==> config.mk <==
export PLATFORM = sky130hd
export DESIGN_NAME = btn_cmd_scheduler
export DESIGN_NICKNAME = d
export VERILOG_FILES = /design/src/rtl/btn_cmd_scheduler.sv
export SDC_FILE = /design/constraint.sdc
export NUM_CORES = 1
export LEC_CHECK = 0
export BUFFER_PORTS_ARGS = -buffer_cell sky130_fd_sc_hd__buf_2
export CAP_MARGIN = 15
export CORE_MARGIN = 2
export CORE_UTILIZATION = 52
export CTS_CLUSTER_DIAMETER = 150
export CTS_CLUSTER_SIZE = 14
export DETAILED_ROUTE_END_ITERATION = 7
export HOLD_SLACK_MARGIN = 0.02
export PLACE_DENSITY = 0.84
export SLEW_MARGIN = 5
export SYNTH_ARGS = -nofsm -noshare
export SYNTH_HDL_FRONTEND = slang
export SYNTH_SLANG_ARGS = --single-unit
==> constraint.sdc <==
create_clock -name clk -period 2.07 [get_ports clk]
set_input_delay 0.207 -clock clk [delete_from_list [all_inputs] [get_ports clk]]
set_output_delay 0.207 -clock clk [all_outputs]
set_load 0.05 [all_outputs]
==> src/rtl/btn_cmd_scheduler.sv <==
// Button command scheduler: debounced press pulses -> round-robin command stream with FIRE cooldown.
// Define BTN_AUTOREPEAT_EN to add LEFT/RIGHT hold-to-repeat.
module btn_cmd_scheduler #(
    parameter int REPEAT_DLY = 6,
    parameter int REPEAT_PER = 2,
    parameter int FIRE_CD    = 4
) (
    input  logic       clk,
    input  logic       rst,
    input  logic       tick,
    input  logic [3:0] clean,
    input  logic [3:0] single,
    output logic       cmd_valid,
    output logic [1:0] cmd_code,
    input  logic       cmd_ready,
    output logic [7:0] drop_cnt
);

    localparam int         CD_W     = (FIRE_CD < 1) ? 1 : $clog2(FIRE_CD + 1);
    localparam logic [1:0] FIRE_IDX = 2'd2;

    logic [3:0]      pending;
    logic [3:0]      evt;
    logic [3:0]      grant;
    logic [1:0]      rr_ptr;
    logic [1:0]      gnt_idx;
    logic [1:0]      cand;
    logic            gnt_any;
    logic            load;
    logic            fire_drop;
    logic [CD_W-1:0] cd_cnt;
    logic            unused_clean_hi;

    assign unused_clean_hi = ^clean[3:2];

`ifdef BTN_AUTOREPEAT_EN
    localparam int DLY_EFF = (REPEAT_DLY < 1) ? 1 : REPEAT_DLY;
    localparam int PER_EFF = (REPEAT_PER < 1) ? 1 : REPEAT_PER;
    localparam int RPT_MAX = (DLY_EFF > PER_EFF) ? DLY_EFF : PER_EFF;
    localparam int RPT_W   = $clog2(RPT_MAX + 1);

    typedef enum logic [1:0] {
        RPT_IDLE,
        RPT_DELAY,
        RPT_REPEAT
    } rpt_state_t;

    logic [1:0] rpt_evt;

    for (genvar g = 0; g < 2; g++) begin : g_rpt
        rpt_state_t       state;
        logic [RPT_W-1:0] cnt;
        logic             evt_q;

        // NOTE: sequential state uses non-blocking assignments so every flop samples pre-edge values.
        always_ff @(posedge clk or posedge rst) begin
            if (rst) begin
                state <= RPT_IDLE;
                cnt   <= '0;
                evt_q <= 1'b0;
            end else begin
                evt_q <= 1'b0;
                if (!clean[g]) begin
                    state <= RPT_IDLE;
                    cnt   <= '0;
                end else begin
                    case (state)
                        RPT_IDLE: begin
                            if (single[g]) begin
                                state <= RPT_DELAY;
                                cnt   <= '0;
                            end
                        end
                        RPT_DELAY: begin
                            if (tick) begin
                                if (cnt == RPT_W'(DLY_EFF - 1)) begin
                                    state <= RPT_REPEAT;
                                    cnt   <= '0;
                                    evt_q <= 1'b1;
                                end else begin
                                    cnt <= cnt + 1'b1;
                                end
                            end
                        end
                        RPT_REPEAT: begin
                            if (tick) begin
                                if (cnt == RPT_W'(PER_EFF - 1)) begin
                                    cnt   <= '0;
                                    evt_q <= 1'b1;
                                end else begin
                                    cnt <= cnt + 1'b1;
                                end
                            end
                        end
                        default: state <= RPT_IDLE;
                    endcase
                end
            end
        end

        assign rpt_evt[g] = evt_q;
    end
`else
    logic unused_rpt_cfg;
    assign unused_rpt_cfg = ^{clean[1:0], REPEAT_DLY[0], REPEAT_PER[0]};
`endif

    // A FIRE press is refused while cooling down or while one FIRE is already queued.
    assign fire_drop = single[2] & ((cd_cnt != '0) | pending[2]);

    // NOTE: every signal written in always_comb gets a default first so no latch is inferred.
    always_comb begin
        evt = single;
`ifdef BTN_AUTOREPEAT_EN
        evt[1:0] = single[1:0] | rpt_evt;
`endif
        evt[2] = single[2] & ~fire_drop;
    end

    assign load = !cmd_valid | cmd_ready;

    always_comb begin
        gnt_any = 1'b0;
        gnt_idx = rr_ptr;
        cand    = rr_ptr;
        for (int k = 1; k <= 4; k++) begin
            cand = rr_ptr + 2'(k);
            if (!gnt_any && pending[cand]) begin
                gnt_any = 1'b1;
                gnt_idx = cand;
            end
        end
    end

    assign grant = (load && gnt_any) ? (4'b0001 << gnt_idx) : 4'b0000;

    always_ff @(posedge clk or posedge rst) begin
        if (rst) begin
            pending   <= '0;
            rr_ptr    <= 2'd3;
            cmd_valid <= 1'b0;
            cmd_code  <= 2'd0;
        end else begin
            pending <= (pending & ~grant) | evt;
            if (load) begin
                cmd_valid <= gnt_any;
                if (gnt_any) begin
                    cmd_code <= gnt_idx;
                    rr_ptr   <= gnt_idx;
                end
            end
        end
    end

    // Cooldown restarts when FIRE reaches the output register, not when it is pressed.
    always_ff @(posedge clk or posedge rst) begin
        if (rst) begin
            cd_cnt <= '0;
        end else if (grant[FIRE_IDX]) begin
            cd_cnt <= CD_W'(FIRE_CD);
        end else if (tick && cd_cnt != '0) begin
            cd_cnt <= cd_cnt - 1'b1;
        end
    end

    always_ff @(posedge clk or posedge rst) begin
        if (rst) begin
            drop_cnt <= '0;
        end else if (fire_drop && drop_cnt != 8'hFF) begin
            drop_cnt <= drop_cnt + 1'b1;
        end
    end

endmodule

==> results of run 1 <==
power by group:
group | leakage, nW | switching (mW) | internal, mW
Combinational | 0.300 | 0.669 | 0.377
Clock | 0.0210 | 0.119 | 0.107
Sequential | 0.227 | 0.206 | 0.584
Total | 0.548 | 0.994 | 1.07
cells by family (layout without fill, tap and decap cells):
| logic type | count (synthesis) | in the layout | synth area share [%] |
|---|---|---|---|
| and+or+nand+nor | 39 | 39 | 21.2 |
| DFF | 20 | 20 | 49.0 |
| AOI/OAI and AO/OA | 19 | 19 | 11.9 |
| xor gates and xnor gates | 6 | 6 | 5.12 |
| adders and majority gates | 3 | 3 | 3.65 |
| muxes | 5 | 5 | 5.12 |
| buffers and inverters | 9 | 30 | 4.02 |
per-stage QoR:
| stage | cell area (um^2) | util, % | hold slack [ps] |
|---|---|---|---|
| after global placement | 1140 | 60.1 | 368 |
| after detailed placement | 1140 | 60.1 | 375 |
| after CTS | 1180 | 62.0 | 31.5 |
| final | 1180 | 62.0 | 7.50 |
| after floorplan | 1030 | - | 169 |
| after global routing | 1180 | 62.0 | 86.9 |
worst max-delay path: stages, from the launching register on:
cell     delay [ps]
dfrtp_1         440
or4_4           590
nand2_4         120
and4b_4         240
a221o_1         310
state kept, by name, summed over array words and instances, names as in the netlist:
name and cells:
pending 4, rr_ptr 2, cmd_code 2, drop_cnt 8
cd_cnt 3, cmd_valid 1
worst paths after layout:
kind                                         start                      end  slack [ps]
max in group asynchronous                      rst    cd_cnt[0]$_DFFE_PP0P_        1600
setup / recovery              pending[1]$_DFF_PP0_    cd_cnt[2]$_DFFE_PP0P_         270
setup reg to reg              pending[1]$_DFF_PP0_    cd_cnt[2]$_DFFE_PP0P_         270
hold / removal                                 rst  drop_cnt[1]$_DFFE_PP0P_           7
hold reg to reg            cmd_code[1]$_DFFE_PP0P_  cmd_code[1]$_DFFE_PP0P_         480
min in group clk                         single[3]     pending[3]$_DFF_PP0_         160
area by class of cell:
class                      count  share of cell area [%]
tap                           27                    2.86
multi-input combinational     72                    40.9
timing repair buffer          19                    8.27
clock buffer                   4                    3.08
inverter                       7                    2.23
sequential                    20                    42.6
layout by cell type (no fill, tap or decap):
| master | n |
|---|---|
| a21boi_1 | 1 |
| a21o_1 | 4 |
| a21oi_1 | 7 |
| a221o_1 | 1 |
| a31oi_1 | 3 |
| and4b_4 | 1 |
| buf_2 | 18 |
| buf_4 | 1 |
| clkbuf_4 | 3 |
| clkbuf_8 | 1 |
| dfrtp_1 | 18 |
| dfstp_2 | 2 |
| ha_1 | 3 |
| inv_1 | 7 |
| mux2_2 | 2 |
| mux2i_1 | 3 |
| nand2_1 | 5 |
| nand2_4 | 1 |
| nand2b_1 | 5 |
| nand3_1 | 4 |
| nand3b_1 | 1 |
| nand4_1 | 2 |
| nor2_1 | 9 |
| nor2b_1 | 1 |
| nor3_1 | 6 |
| nor4_1 | 1 |
| o211ai_1 | 1 |
| o21ai_0 | 1 |
| o221ai_1 | 1 |
| or2_1 | 1 |
| or3b_2 | 1 |
| or4_4 | 1 |
| xnor2_1 | 3 |
| xor2_1 | 3 |
per-layer routing:
| layer | vias to the layer above | global-route usage (%) | routed length, um |
|---|---|---|---|
| met5 | - | 0 | 0 |
| met1 | 390 | 22.0 | 814 |
| met4 | 0 | 8.57 | 42 |
| li1 | 394 | - | - |
| met3 | 5 | 2.16 | 70 |
| met2 | 21 | 34.5 | 1030 |
==> metrics, run 1 <==
crit path DAT=2000 ps; Reg area=503 um^2; Mapped Nets=116; DRT iter0 DRCs=11; PwrDens=1750 mW/mm^2; RSZ-0062 raised after global routing=no; HPWL Detailed=1470 um; startpoint types=flip-flop; dpl ws=275 ps; Final Hold Fails=0; vias in the first global route=815; WL/cell=13.1 um; Post-DRT Antenna Nets=0; Initial Util=between 50 and 60%; #FFs+latches synth=20; clk sinks=20; Post-synth top cells=18 x dfrtp_1, 9 x nor2_1, 7 x a21oi_1, 7 x inv_1, 6 x nor3_1; area of the multi-input gates=483 um^2; cell count of the worst reg-to-reg path=4; syn avg cell area=10.2 um^2; gr usage total=18.8%; Clock Skew=roughly 2.9 ps; final setup fails=0; CTS Buffer Depth=2; I/O Buffers=18; Clock Pin Slew Worst Setup and Hold Paths=110 ps; cts hold-fix bufs=0; area of the core=roughly 0.0019 mm^2; relative slew slack=51.1%; Non-Filler Instances=149; max-slew violations=0; largest net degree at the start of global routing=21; largest area contributor in the netlist=dfrtp_1; initial antenna violation count=0; Post-synth ARST share=100%; # DRC=0; Post-Synthesis Cell Area=0.00103 mm^2; Vias/cell=about 5.4; Critical Path RT=around 2300 ps; fin crit period=1800 ps; share of Yosys cell area claimed by the top area cell type=43.8%; Setup Buffers After CTS=0; Cells after DPL=145; Max VDD drop=approximately 1.0 mV; Die Wd=about 48 um; FMAX=0.556 GHz; sequential fraction of the synthesis area=49.0%; first-pass GRT wire length=3460 um; GRT overflow=0; worst-margin pin slew=733 ps; Leak Pwr=around 0.55 nW; post-synthesis instance total=a little over 100; Vias=slightly above 800; I/O pin cnt=23; count of cell types in the netlist=32; Setup crit end kind=flip-flop; Max Cap Viol=0; worst setup path class=flip-flop to flip-flop; Root Driver=clkbuf_4; Fill cells=approximately 180; Synth-to-Final Area Change=14.9%; number of synthesized flops with an enable pin=0; RD Place Congestion=0.745; final setup margin=271 ps; top_reg_cell synth=dfrtp_1; n_diodes=0; worst-path maximum fanout=7; final worst path period share=86.9%; Hold WC Path Type=primary input to async pin; Ys Warns=0; Pwr Total=2.06 mW; CTS Buf Count=3; layout net count=between 100 and 150; setup TNS=0 ps; most frequent cell after synthesis=dfrtp_1; Synth area leaders=dfrtp_1 44%, dfstp_2 5.1%, ha_1 3.7%, a21oi_1 3.4%, nor2_1 3.3%; drt pass-1 iters=4; num rows=16; die area=~0.0023 mm^2; final wirelength=1960 um; Die H=48.4 um; CTS tree=built; H-tree depth=1; fraction of layout cells with a size suffix above 1=25.4%; status=finished, final reports clean; clock latency on the worst-skew pair=300 ps; post-CTS sizing=0
(Power assumes the default switching activity.)
==> run 2, diff against run 1 <==
--- a/config.mk
+++ b/config.mk
@@ -7,6 +7,7 @@
 export LEC_CHECK = 0
 export BUFFER_PORTS_ARGS = -buffer_cell sky130_fd_sc_hd__buf_2
 export CAP_MARGIN = 15
+export CORE_ASPECT_RATIO = 1.25
 export CORE_MARGIN = 2
 export CORE_UTILIZATION = 52
 export CTS_CLUSTER_DIAMETER = 150
@@ -14,6 +15,7 @@
 export DETAILED_ROUTE_END_ITERATION = 7
 export HOLD_SLACK_MARGIN = 0.02
 export PLACE_DENSITY = 0.84
+export SKIP_CTS_REPAIR_TIMING = 1
 export SLEW_MARGIN = 5
 export SYNTH_ARGS = -nofsm -noshare
 export SYNTH_HDL_FRONTEND = slang
==> metrics, run 2 (synthesis results as in run 1) <==
worst-margin pin slew=732 ps (-0.913 ps); Comb power frac=50.4% (-0.3 points); FMAX=0.554 GHz (-0.23%); WL/cell=13.0 um (-0.75%); CTS Buf Count=3 (unchanged); Vias/cell=5.58 (+2.7%); Leak Pwr=0.548 nW (unchanged); largest net degree at the start of global routing=21 (unchanged); GRT overflow=0 (unchanged); area of the core=0.00191 mm^2 (+0.66%); Clock Skew=11.3 ps (+8.39 ps); setup TNS=0 ps (unchanged); Worst path slowest cell=or4_4; Max VDD drop=1.02 mV (+0.63%); num rows=18 (+2); clock share of power=11.2% (+0.2 points); final setup fails=0 (unchanged); Initial Util=53.7% (-0.35 points); Max stage delay on crit path=590 ps (about the same); fraction of layout cells with a size suffix above 1=25.4% (unchanged); n_diodes=0 (unchanged); worst setup path class=flip-flop to flip-flop; GR Util met1=21.0% (-1.0 points); I/O Buffers=18 (unchanged); Net Sw Frac=48.0% (-0.21 points); vias in the first global route=786 (-3.6%); relative slew slack=51.1% (+0.061 points); # DRC=0 (unchanged); Vias=793 (-2.1%); Final Hold Fails=0 (unchanged); Hold WC Path Type=primary input to async pin; sw power=0.985 mW (-0.95%); layer with the highest usage=met2; first-pass GRT wire length=3240 um (-6.6%); CTS Buffer Depth=2 (unchanged); Max Cap Viol=0 (unchanged); H-tree depth=1 (unchanged); Die Wd=43.8 um (-9.7%); initial antenna violation count=0 (unchanged); Synth-to-Final Area Change=14.0%; max-slew violations=0 (unchanged); commonest non-fill, non-tap cells in the layout=18 x dfrtp_1, 18 x buf_2, 9 x nor2_1; Int Power=1.07 mW (-0.10%); die area=0.00235 mm^2 (about the same); drt pass-1 iters=4 (unchanged); Root Driver=clkbuf_4; Regs by FF count=drop_cnt x8, pending x4, cd_cnt x3; crit path DAT=2010 ps (about the same); DRT iter0 DRCs=8 (-3); Post-DRT Antenna Nets=0 (unchanged); CP cell instances=or4_4 > nand2_4 > and4b_4 > a221o_1; max reg flops=8 (unchanged); startpoint types=flip-flop; Largest Register=drop_cnt; gr usage total=18.6% (-0.19 points); status=finished, final reports clean; met3 usage=2.01% (-0.15 points); worst-path maximum fanout=7 (unchanged); layout net count=138 (unchanged); Clock Pin Slew Worst Setup and Hold Paths=120 ps (about the same); HPWL Detailed=1440 um (-2.5%); final worst path period share=87.1% (+0.20 points); clk sinks=20 (unchanged); RD Place Congestion=0.738 (-0.98%); RSZ-0062 raised after global routing=no; Critical Path RT=2270 ps (about the same); I/O pin cnt=23 (unchanged); GR Util met2=34.6% (+0.068 points); Design Area, Final=0.00117 mm^2 (-0.74%); clock latency on the worst-skew pair=310 ps (about the same); Seq pwr share=38.4% (about the same); CTS tree=built; PwrDens=1750 mW/mm^2 (+0.23%); fin crit period=1800 ps (+4.13 ps); cell count of the worst reg-to-reg path=4 (unchanged); final wirelength=1850 um (-5.4%); Die H=53.7 um (+11%); placed instance area=0.00113 mm^2 (-0.77%); Setup crit end kind=flip-flop
==> run 2: stage by stage <==
stage | total power, mW | setup slack [ps] | hold WS [ps] | cells | utilization [%]
6_report | 2.05 | 267 | 2.60 | 142 | 61.2
5_1_grt | 2.20 | 183 | 88.8 | 142 | 61.2
4_1_cts | 2.08 | 259 | 42.2 | 142 | 61.2
3_5_place_dp | 1.85 | 272 | 374 | 138 | 59.3
3_3_place_gp | 1.79 | 303 | 367 | 138 | 59.3
2_1_floorplan | 1.59 | 193 | 169 | 101 | -
==> run 2: path summary, 6_finish.rpt <==
| check | start | end | slack, ps |
|---|---|---|---|
| max | pending[1]$_DFF_PP0_ | cd_cnt[2]$_DFFE_PP0P_ | 270 |
| min | rst | drop_cnt[1]$_DFFE_PP0P_ | 3 |
| max reg2reg | pending[1]$_DFF_PP0_ | cd_cnt[2]$_DFFE_PP0P_ | 270 |
| min reg2reg | cmd_code[1]$_DFFE_PP0P_ | cmd_code[1]$_DFFE_PP0P_ | 490 |
| max in group asynchronous | rst | drop_cnt[7]$_DFFE_PP0P_ | 1600 |
| min in group clk | single[0] | pending[0]$_DFF_PP0_ | 150 |
==> run 2: area by class of cell <==
type                            instances  area (um^2)
Sequential cell                        20          503
Inverter                                7         26.3
Timing Repair Buffer                   19         97.6
Tap cell                               20         25.0
Fill cell                             181          743
Multi-Input combinational cell         72          483
Clock buffer                            4         36.3
==> run 2: worst max-delay path, delay by kind of cell (launching register included) <==
family / cells / cell delay (ps)
simple gates: 3 / 950
flops: 1 / 440
compound gates: 1 / 310
==> run 2: metal layers <==
metal | vias up | share of wire (%)
met2 | 16 | 51
met1 | 374 | 43
met3 | 5 | 3.9
met4 | 0 | 1.9
met5 | - | 0
li1 | 398 | -
==> run 2: power groups by stage <==
stage / clock network (mW) / registers, mW / logic (mW)
detailed placement: 0 / 0.793 / 1.05
global route: 0.247 / 0.820 / 1.14
finish: 0.229 / 0.788 / 1.03
floorplan: 0 / 1.05 / 0.547
CTS: 0.233 / 0.788 / 1.05
global placement: 0 / 0.778 / 1.01
